### config.mk
export PLATFORM = sky130hd
export DESIGN_NAME = serial_full_add
export DESIGN_NICKNAME = d
export VERILOG_FILES = /design/src/rtl/serial_full_add.sv
export SDC_FILE = /design/constraint.sdc
export NUM_CORES = 1
export LEC_CHECK = 0
export CAP_MARGIN = 30
export CORE_MARGIN = 3
export CORE_UTILIZATION = 45
export CTS_BUF_LIST = sky130_fd_sc_hd__clkbuf_4 sky130_fd_sc_hd__clkbuf_8
export DETAILED_ROUTE_END_ITERATION = 8
export GPL_ROUTABILITY_DRIVEN = 0
export HOLD_SLACK_MARGIN = 0.12
export PLACE_DENSITY = 0.78
export SETUP_SLACK_MARGIN = 0.15
export SYNTH_ARGS = -nofsm -noshare
export SYNTH_HDL_FRONTEND = slang
export SYNTH_SLANG_ARGS = --single-unit
### constraint.sdc
create_clock -name clk -period 1.7 [get_ports clk]
set_clock_uncertainty 0.2 [all_clocks]
set_input_delay 0.425 -clock clk [delete_from_list [all_inputs] [get_ports clk]]
set_output_delay 0.425 -clock clk [all_outputs]
set_load 0.02 [all_outputs]
### src/rtl/serial_full_add.sv
// Bit-serial WIDTH-bit adder: one full-adder cell plus a carry flip-flop,
// LSB first, one bit per clock, result committed with a one-cycle done pulse.
module serial_full_add #(
    parameter int WIDTH = 8
) (
    input  logic             clk,
    input  logic             rst_n,
    input  logic             start,
    input  logic [WIDTH-1:0] a,
    input  logic [WIDTH-1:0] b,
    input  logic             cin,
    output logic             busy,
    output logic             done,
    output logic [WIDTH-1:0] s,
    output logic             co
);

    localparam int CNT_W = $clog2(WIDTH);

    typedef enum logic [1:0] {
        ST_IDLE = 2'd0,
        ST_RUN  = 2'd1,
        ST_DONE = 2'd2
    } state_t;

    state_t state, state_nxt;

    logic [WIDTH-1:0] a_sh, b_sh;
    logic [WIDTH-2:0] s_sh;
    logic [WIDTH-1:0] s_wide;
    logic             c;
    logic [CNT_W-1:0] cnt;
    logic             sum_bit, carry_nxt, last_bit, load;

    // Full-adder cell on the current LSBs; s_wide is the sum register after this edge's shift.
    always_comb begin
        sum_bit   = a_sh[0] ^ b_sh[0] ^ c;
        carry_nxt = (a_sh[0] & b_sh[0]) | (a_sh[0] & c) | (b_sh[0] & c);
        last_bit  = (cnt == CNT_W'(WIDTH - 1));
        s_wide    = {sum_bit, s_sh};
    end

    // NOTE: every signal assigned in always_comb gets a default first, so no latch is inferred.
    always_comb begin
        state_nxt = state;
        load      = 1'b0;
        case (state)
            ST_IDLE: begin
                if (start) begin
                    load      = 1'b1;
                    state_nxt = ST_RUN;
                end
            end
            ST_RUN: begin
                if (last_bit) state_nxt = ST_DONE;
            end
            ST_DONE: begin
                load      = start;
                state_nxt = start ? ST_RUN : ST_IDLE;
            end
            default: state_nxt = ST_IDLE;
        endcase
    end

    // NOTE: sequential state uses non-blocking assignments so all flops update together at the edge.
    always_ff @(posedge clk or negedge rst_n) begin
        if (!rst_n) state <= ST_IDLE;
        else        state <= state_nxt;
    end

    always_ff @(posedge clk or negedge rst_n) begin
        if (!rst_n) begin
            a_sh <= '0;
            b_sh <= '0;
            s_sh <= '0;
            c    <= 1'b0;
            cnt  <= '0;
            s    <= '0;
            co   <= 1'b0;
        end else if (load) begin
            a_sh <= a;
            b_sh <= b;
            c    <= cin;
            cnt  <= '0;
        end else if (state == ST_RUN) begin
            a_sh <= a_sh >> 1;
            b_sh <= b_sh >> 1;
            s_sh <= s_wide[WIDTH-1:1];
            c    <= carry_nxt;
            cnt  <= cnt + 1'b1;
            // Outputs only move at the final bit, so s/co hold the previous result during RUN.
            if (last_bit) begin
                s  <= s_wide;
                co <= carry_nxt;
            end
        end
    end

    assign busy = (state == ST_RUN);
    assign done = (state == ST_DONE);

endmodule
==> results <==
- Wires add up to 4180 µm.
- The worst pin sits at a relative slew slack of 69.0%.
- The post-route worst hold slack is 286 ps.
- Before CTS, the worst setup slack after placement is -254 ps.
- In this run the worst path has a maximum fanout of 3.
- The class of the tightest hold or removal check is reg2reg.
- The highest-delay cell along the critical path is dfrtp_2.
- The clock tree synthesis step divided the H-tree into 2 levels.
- The count of buffers added on input and output ports is 30.
- The number of placed I/O pins is 31.
- After detailed placement, the design holds a cell count of 228.
- The clock tree root driver cell is clkbuf_8.
- The pin count of the biggest net entering global routing is 39.
- In the global route stage, overall resource usage came out at 18.5%.
- The horizontal die dimension is 67.8 µm.
- Averaged over all synthesized cells, the footprint is 11.4 µm².
- The peak ir drop on the vdd network is 1.08 mV.
- The run finished with clean final reports.
- Power spread over the standard cell area amounts to 1900 nW/µm².
- For this run, the slowest stage of the critical path takes 440 ps.
- The filler cells instantiated in the layout total 249.
- The total count of max-transition violations in the final report is 0.
- The kind of start point of the critical path is a register.
- In the final layout, the share of cells above drive strength 1 is 34.0%.
- The number of nets in the synthesized netlist is 174.
- The final standard cell area without fillers is 2370 µm².
- The initial cell density of the core is 49.2%.
- In this run, the number of DRC markers left after iteration 0 of detailed routing was 80.
- The number of antenna violations at the first check in global routing is 0.
- TritonCTS built the clock tree.
- In the final routed layout, each cell accounts on average for 17.2 µm.
- Once placement finished, the instance area stood at 2090 µm².
- In the post-route analysis, the smallest setup slack over all paths is 54.9 ps.
- The number of warnings issued by yosys is 0.
- The die span in y is 67.8 µm.
- The first-pass GRT wire length is 6180 µm.
- After floorplanning, the core was divided into 21 placement rows.
- The register area share after synthesis is 55.3%.
- The number of synthesized register bits is 38.
- The count of endpoints failing setup in the final report is 0.
- Compared with the post-synthesis result, the final layout area differs by 37.9%.
- For the worst-skew pair, the clock arrives at the later sink with an insertion delay of 290 ps.
- For the pin with the worst max-slew slack, the measured transition is 466 ps.
- The number of endpoints with negative hold slack in the final report is 0.
- The clock-pin slew of the registers on the worst-case setup and hold paths is 80 ps.
- The clock passes through at most 2 buffers.
- The final critical path takes up 96.8% of the cycle.
- The final route contains 1,324 vias.
- The number of buffers created by CTS is 5.
- The floorplan step defined a die boundary enclosing 4600 µm².
- The post-synth design cell area is 1720 µm².
- After detailed routing, the number of remaining DRC violations is 0.
- The pre-antenna-repair detailed-routing pass consisted of 4 iterations.
- The number of global-route vias before repair came to 1,319.
- The routed via count divided by cell count is 5.45.
- The final setup TNS is 0 ps.
- The repair_antennas step left the layout with diodes totalling 0.
- The critical path required time is 1070 ps.
- The finished layout holds 243 standard cells, fillers aside.
- The share of the core filled with cells in the final layout is 67.9%.
- Detailed placement ended at an HPWL of 2510 µm.
- The smallest clock period supported by the final layout is computed as 1650 ps.
- The total area inside the core boundary comes to 3490 µm².
- Synthesis handed over a netlist of 151 instances.
- Summed over all layers, the global routing overflow is 0.
- The leakage power figure is 1.09 nW.
- Setup repair after global routing could not meet its margin everywhere.
- The max-cap check violation count is 0.
- The worst setup path is of the reg2out kind.
- In this run the remaining antenna-violating nets after routing total 0.
- Based on the critical path, the design can be clocked at up to 608 MHz.
- The design draws 4.52 mW.
- The worst setup path is captured at an output port.
- The post-layout net count is 220.
- The signal on the critical path passes through nor2b_2, buf_6.
- STA puts the critical path data arrival time at 1020 ps.
- Counting distinct cell types in the post-synthesis netlist gives 24.
- Counting every sink on the clock net gives 38.
synthesized netlist by cell type, drive strengths merged:
library cell  number  area, µm²
nand2b             2       27.5
and2b              1       7.51
nand2             23       93.8
nor2              10       37.5
a211oi             6       45.0
dfrtp             38        951
a22o               3       26.3
nand3              3       15.0
inv                1       3.75
fa                 1       20.0
mux2i              7       70.1
ha                 2       25.0
buf                9       78.8
clkinv             1       8.76
o22ai              8       50.1
a21oi              6       30.0
nor2b              7       43.8
o21ai              3       15.0
mux2              11        124
nor3               8       40.0
a22oi              1       7.51
final timing paths:
| path | from | end | slack (ps) | depth (start not counted) |
|---|---|---|---|---|
| worst max-delay path | state[0]$_DFFE_PN0P_ | done | 50 | 2 |
| worst min-delay path | s_sh[0]$_DFFE_PN0P_ | s_sh[0]$_DFFE_PN0P_ | 290 | 2 |
| worst max register to register | cnt[0]$_DFFE_PN0P_ | cnt[2]$_DFFE_PN0P_ | 100 | 4 |
| worst min register to register | s_sh[0]$_DFFE_PN0P_ | s_sh[0]$_DFFE_PN0P_ | 290 | 2 |
| max in group asynchronous | rst_n | state[0]$_DFFE_PN0P_ | 440 | 3 |
| min in group asynchronous | rst_n | a_sh[3]$_DFFE_PN0P_ | 510 | 3 |
cells in the final DEF (no fill, tap or decap), drive strengths merged, types with 2 or more instances in the layout:
cell type,instances
a211oi,6
a21oi,6
a22o,3
buf,27
clkbuf,6
clkdlybuf4s50,17
dfrtp,38
ha,2
mux2,11
mux2i,7
nand2,24
nand2b,3
nand3,3
nor2,10
nor2b,7
nor3,8
o21ai,3
o22ai,8
area by class of cell:
cell class	instances	area [µm²]	share of cell area, %
Sequential cell	38	952	40.1
Multi-Input combinational cell	104	841	35.4
Tap cell	46	57.6	2.43
Clock buffer	6	82.6	3.48
Clock inverter	1	30.0	1.27
Inverter	2	12.5	0.527
Timing Repair Buffer	46	397	16.7
critical path: cells and delay by family, from the launching register on:
kind,cells,cell delay [ps]
buffers and inverters,1,130
DFF,1,440
and+or+nand+nor,1,160
layer usage:
layer  vias up  wire length [µm]  GRT usage, %
li1        618                 -             -
met1       663              1750          22.0
met2        32              2180          31.7
met3        11               166          4.76
met4         0                80          7.69
met5         -                 0             0
sequential cells by signal (all words and copies together), names as in the netlist:
name / flops
c: 1
state: 2
s_sh: 7
cnt: 3
a_sh: 8
b_sh: 8
s: 8
co: 1
where the power goes:
group          internal [mW]  total, mW  switching (mW)
Sequential              1.34       1.68           0.346
Combinational           1.03       2.06            1.03
Clock                  0.469      0.773           0.304
timing repair:
| item | in CTS | in global routing |
|---|---|---|
| gates resized for setup | 53 | 29 |
| pin swaps | 0 | 2 |
| endpoints found under the setup margin | 28 | 26 |
| hold buffers | 1 | 0 |
| setup buffers | 3 | 2 |
| gates cloned | 1 | 1 |
| endpoints found under the hold margin | 38 | 0 |
cell families after synthesis:
family,after synthesis,synth area share [%]
compound gates,27,10.1
flops,38,55.3
mux,18,11.3
simple gates,54,15.4
fa+ha+maj,3,2.62
buf+inv,11,5.31
Power figures use the tool's default switching activity.
